--- src/rtl/cpu_step_ctrl.sv ---
// Clock-enable sequencer: drives single-cycle core_en pulses for the core
// in free-run (divided rate), debounced single-step, or halt.
module cpu_step_ctrl #(
  parameter int DIV_W     = 16,
  parameter int DEB_COUNT = 62500,
  parameter int DEB_W     = 17,
  parameter int CNT_W     = 32
) (
  input  logic             clk_in,
  input  logic             rst,
  input  logic             mode_run,
  input  logic             halt_req,
  input  logic             step_btn,
  input  logic [DIV_W-1:0] div_val,
  output logic             core_en,
  output logic [1:0]       state,
  output logic [CNT_W-1:0] pulse_cnt
);
  typedef enum logic [1:0] {
    S_HALT = 2'b00,
    S_RUN  = 2'b01,
    S_STEP = 2'b10,
    S_BAD  = 2'b11
  } state_e;

  localparam logic [DEB_W-1:0] DEB_LAST = DEB_W'(DEB_COUNT - 1);

  state_e           state_q, state_d;
  logic [DIV_W-1:0] div_q, div_d;
  logic             en_q, en_d;
  logic [CNT_W-1:0] cnt_q;
  logic             s1_q, s2_q, deb_q, deb_prev_q;
  logic [DEB_W-1:0] deb_cnt_q;
  logic             step_ev;

  // Button path: 2-flop synchronizer, then a level accepted only after
  // DEB_COUNT consecutive cycles of disagreement with the current level.
  always_ff @(posedge clk_in) begin
    if (!rst) begin
      s1_q       <= 1'b0;
      s2_q       <= 1'b0;
      deb_q      <= 1'b0;
      deb_prev_q <= 1'b0;
      deb_cnt_q  <= '0;
    end else begin
      s1_q       <= step_btn;
      s2_q       <= s1_q;
      deb_prev_q <= deb_q;
      if (s2_q == deb_q) begin
        deb_cnt_q <= '0;
      end else if (deb_cnt_q == DEB_LAST) begin
        deb_q     <= s2_q;
        deb_cnt_q <= '0;
      end else begin
        deb_cnt_q <= deb_cnt_q + DEB_W'(1);
      end
    end
  end

  assign step_ev = deb_q & ~deb_prev_q;

  always_comb begin
    state_d = S_HALT;
    div_d   = div_q;
    en_d    = 1'b0;
    case (state_q)
      S_HALT: begin
        if (halt_req) begin
          state_d = S_HALT;
        end else if (mode_run) begin
          state_d = S_RUN;
          div_d   = '0;
        end else if (step_ev) begin
          state_d = S_STEP;
        end
      end
      S_RUN: begin
        if (halt_req || !mode_run) begin
          state_d = S_HALT;
          div_d   = '0;
        end else begin
          state_d = S_RUN;
          // >= so a lowered div_val fires immediately instead of wrapping
          if (div_q >= div_val) begin
            en_d  = 1'b1;
            div_d = '0;
          end else begin
            div_d = div_q + DIV_W'(1);
          end
        end
      end
      S_STEP: begin
        en_d    = 1'b1;
        state_d = S_HALT;
      end
      default: begin
        state_d = S_HALT;
      end
    endcase
  end

  always_ff @(posedge clk_in) begin
    if (!rst) begin
      state_q <= S_HALT;
      div_q   <= '0;
      en_q    <= 1'b0;
      cnt_q   <= '0;
    end else begin
      state_q <= state_d;
      div_q   <= div_d;
      en_q    <= en_d;
      cnt_q   <= cnt_q + CNT_W'(en_q);
    end
  end

  assign core_en   = en_q;
  assign state     = state_q;
  assign pulse_cnt = cnt_q;
endmodule

--- config.mk ---
export PLATFORM = sky130hd
export DESIGN_NAME = cpu_step_ctrl
export DESIGN_NICKNAME = d
export VERILOG_FILES = /design/src/rtl/cpu_step_ctrl.sv
export SDC_FILE = /design/constraint.sdc
export NUM_CORES = 1
export LEC_CHECK = 0
export BUFFER_PORTS_ARGS = -buffer_cell sky130_fd_sc_hd__buf_2
export CAP_MARGIN = 0
export CORE_UTILIZATION = 25
export CTS_CLUSTER_SIZE = 20
export DETAILED_ROUTE_END_ITERATION = 8
export PLACE_DENSITY = 0.46
export SETUP_SLACK_MARGIN = 0.15
export SLEW_MARGIN = 0
export SYNTH_ARGS = -nofsm -noshare
export SYNTH_HDL_FRONTEND = slang
export SYNTH_SLANG_ARGS = --single-unit
--- constraint.sdc ---
create_clock -name clk_in -period 3.4 [get_ports clk_in]
set_input_delay 0.34 -clock clk_in [delete_from_list [all_inputs] [get_ports clk_in]]
set_output_delay 0.34 -clock clk_in [all_outputs]
set_load 0.02 [all_outputs]
==> summary.txt <==
Clock network
  – Clock slew seen by the registers of the worst setup and hold paths: 0.06 ns
  – Clock sink count: just over 70
  – CTS tree: done
  – H-Tree Depth: 3
  – CTS-repair resized insts: 0
  – Hold-fix buffer count after cts: 0
  – Clk root buf: sky130_fd_sc_hd__clkbuf_16
  – Worst-Skew Late Latency: 0.34 ns
  – Setup repair bufs after CTS: 0
  – Longest Clk Path Bufs: 2
  – TritonCTS buffer count: 9

Worst setup path
  – Slowest cell on the critical path: sky130_fd_sc_hd__nor4b_4
  – Levels on crit path: 8
  – End of the worst register-to-register path: div_q[9]
  – Cell-by-cell listing of the critical path: inv_1, ha_1, nand2b_1, a2111oi_0, nor4b_2, nor4b_4, a21o_2, a22o_2
  – Kind of cell adding the most delay to the critical path: simple AND/OR/NAND/NOR gates
  – Worst Path Required: 3.68 ns
  – Peak per-stage delay on the critical path: 0.66 ns
  – Data arrival time of the worst path: between 2 and 3 ns
  – Maximum fanout along the worst path: 13
  – Worst setup path class: reg2reg
  – Buffers and inverters on the worst path: 1
  – Slack of the worst reg-to-reg path: 0.80 ns
  – Worst Reg-to-Reg Cells: 8
  – Launching point of the worst reg2reg path: div_q[0]
  – Startpoint types: flop
  – Worst Setup End Kind: flop

STA
  – Fin crit share: about three quarters
  – Worst slew pin tran: roughly 0.68 ns
  – Final number of setup-violating endpoints: 0
  – F_max: around 0.38 GHz
  – Final hold vios: 0
  – Setup_tns: 0 ns
  – Final setup skew: 0.00700 ns
  – Tmin final: 2.60 ns
  – RSZ-0062 raised after global routing: false
  – Final Max Tran Viols: 0
  – Slew HR: a little over half
  – Hold WS: 0.177 ns

Synth
  – Total nets after synthesis: 459
  – Average cell area after synthesis: 8.89 um2
  – Part of the Yosys area used for sequential elements: 39.1%
  – Seq cells post-synth: 72
  – Number of enable-type register cells in the synthesized netlist: 0
  – Count of mapped cells out of synthesis: between 400 and 500
  – Share of synthesized flip-flops with an asynchronous set or reset: 0%
  – Main flop type after synthesis: sky130_fd_sc_hd__dfxtp_1
  – Library cells used by synthesis: 49
  – Warnings from Yosys: 0
  – Netlist area before placement: roughly 3700 um2

Final layout
  – Number of nets in the final layout: just over 500
  – Commonest cells after routing, fill and taps aside: sky130_fd_sc_hd__dfxtp_1 (72), sky130_fd_sc_hd__buf_2 (55), sky130_fd_sc_hd__and2_1 (40), sky130_fd_sc_hd__nand2_1 (37), sky130_fd_sc_hd__nand3_1 (35)
  – Antenna Cells: 0
  – Relative area change from synthesis to final layout: 21.2%
  – Design Area, Final: 4470 um2
  – Fraction of layout instances using a drive strength above 1: 18.2%
  – Fill cell instance count of the final layout: around 1500
  – Most common cell after layout, fill and taps aside: sky130_fd_sc_hd__dfxtp_1

Placement
  – Count of buffers inserted at the top-level ports: 55
  – Final RePlAce weighted congestion: roughly 0.8
  – Placed inst area: 4160 um2
  – Detailed placer's ending HPWL: about 5.9 mm

Status
  – Run status: finished, final reports clean

Power and ir drop
  – Cell-internal power: 1.48 mW
  – PwrDens: 419 nW/um2
  – Switching fraction of total power: between 20% and 30%
  – Sum of internal, switching and leakage power: 1.87 mW
  – Leakage Power: 1.87 nW
  – Switching power summed over all nets: 0.395 mW
  – Part of the total power dissipated in combinational logic: 2.9%
  – Sequential power share: roughly 45%
  – Maximum VDD drop: 0.229 mV
  – Part of the power in the clock network: 51.8%

Route
  – DRC viols: 0
  – Via count normalized by instance count: 4.51
  – Average wire per cell in the routed design: 12.2 um
  – DRC marker count from the first detailed-route iteration: 142
  – Vias after detailed routing: between 2000 and 3000
  – Detail Route Antenna Nets: 0
  – Detailed Routing Iterations Pass 1: 4
  – Final Routed Wirelength: 8.10 mm

Floorplanning
  – Die X-Extent: 123 um
  – Top Ports: 56
  – Area inside the core boundary: approximately 14000 um2
  – Height of the die: 123 um
  – Number of rows in the core area: 44
  – Initial Util: 25.5%
  – Area enclosed by the die boundary: 15200 um2

Run
  – Max Cap Violations: 0

Global routing
  – Overall Global Routing Usage: between 10% and 20%
  – Overflow after GRT: 0
  – First-pass GRT wire length: 13.3 mm
  – Number of antenna violations at the first check in global routing: 0
  – Maximum number of pins on one net before global-route repair: 46
  – Number of global-route vias before repair: 2729

Worst hold path
  – Cell depth of the worst hold path: 2
  – Kind of path behind the tightest hold check: in2reg
  – Hold Path Origin: mode_run
  – Endpoint with the worst hold slack: state[1]
## worst max-delay path by stage
stage                       from             to  slack, ns
finish                  div_q[0]       div_q[9]       0.80
global route            div_q[0]       div_q[8]       0.53
CTS                     div_q[0]       div_q[9]       0.75
detailed placement   div_val[13]       div_q[9]       0.72
global placement     div_val[13]       div_q[9]       0.78
floorplan           pulse_cnt[0]  pulse_cnt[26]       1.20
## final cells by class
cell class / count / area [um2] / area share (%)
clock inverter: 4 / 52.6 / 1.18
tap: 184 / 230 / 5.15
inverter: 25 / 93.8 / 2.10
sequential: 72 / 1440 / 32.3
timing repair buffer: 56 / 283 / 6.33
clock buffer: 12 / 256 / 5.74
multi-input combinational: 310 / 2110 / 47.3
## synthesized netlist by cell type, types with 2 or more instances
cell | count | area share, %
sky130_fd_sc_hd__a21oi_1 | 6 | 0.81
sky130_fd_sc_hd__a32oi_1 | 2 | 0.47
sky130_fd_sc_hd__and2_1 | 40 | 6.8
sky130_fd_sc_hd__and3_1 | 11 | 1.9
sky130_fd_sc_hd__and4_1 | 3 | 0.71
sky130_fd_sc_hd__clkbuf_1 | 6 | 0.61
sky130_fd_sc_hd__dfxtp_1 | 72 | 39
sky130_fd_sc_hd__ha_1 | 23 | 7.8
sky130_fd_sc_hd__inv_1 | 25 | 2.5
sky130_fd_sc_hd__mux2i_1 | 3 | 0.81
sky130_fd_sc_hd__nand2_1 | 37 | 3.8
sky130_fd_sc_hd__nand2_2 | 2 | 0.34
sky130_fd_sc_hd__nand3_1 | 35 | 4.7
sky130_fd_sc_hd__nand4_1 | 8 | 1.4
sky130_fd_sc_hd__nor2_1 | 28 | 2.8
sky130_fd_sc_hd__nor2b_1 | 8 | 1.4
sky130_fd_sc_hd__nor3_1 | 7 | 0.95
sky130_fd_sc_hd__nor4_1 | 6 | 1.0
sky130_fd_sc_hd__o211a_1 | 2 | 0.54
sky130_fd_sc_hd__o21ai_0 | 10 | 1.4
sky130_fd_sc_hd__o311ai_1 | 4 | 0.95
sky130_fd_sc_hd__or3_4 | 2 | 0.61
sky130_fd_sc_hd__or4_1 | 2 | 0.41
sky130_fd_sc_hd__xnor2_1 | 30 | 7.1
sky130_fd_sc_hd__xor2_1 | 19 | 4.5
## power groups by stage
stage               combinational [mW]  clock [mW]  sequential [mW]
global route                    0.0641        1.03            0.847
detailed placement              0.0565           0            0.866
finish                          0.0551       0.969            0.847
floorplan                       0.0328           0            0.866
global placement                0.0550           0            0.866
CTS                             0.0567        1.00            0.847
## layer usage
layer	up-vias	part of all wire (%)	global-route usage, %
met1	1390	50	14.9
met2	46	45	17.2
met4	0	2.3	6.33
li1	1541	-	-
met3	13	3.3	2.44
met5	-	0	0
## logic make-up (layout without fill, tap and decap cells)
| family | count (synthesis) | in the layout | synth area share, % |
|---|---|---|---|
| muxes | 3 | 3 | 0.814 |
| xor gates and xnor gates | 49 | 49 | 11.6 |
| and+or+nand+nor | 204 | 204 | 31.2 |
| buffers and inverters | 33 | 97 | 3.66 |
| AOI/OAI and AO/OA | 31 | 31 | 5.83 |
| DFF | 72 | 72 | 39.1 |
| adders and majority gates | 23 | 23 | 7.80 |
## per-stage QoR
step | setup WS, ns | utilization, % | std cells
final | 0.801 | 30.9 | 663
after global placement | 0.784 | 28.7 | 647
after detailed placement | 0.718 | 28.7 | 647
after floorplan | 1.20 | - | 415
after CTS | 0.753 | 30.9 | 663
after global routing | 0.533 | 30.9 | 663
## registers in the layout, summed over array words and instances (netlist names)
| name | count |
|---|---|
| pulse_cnt | 32 |
| deb_cnt_q | 17 |
| div_q | 16 |
| state | 2 |
| core_en | 1 |
| deb_prev_q | 1 |
| deb_q | 1 |
| s1_q | 1 |
| s2_q | 1 |
Note: power is estimated with default switching activity, not from simulation.
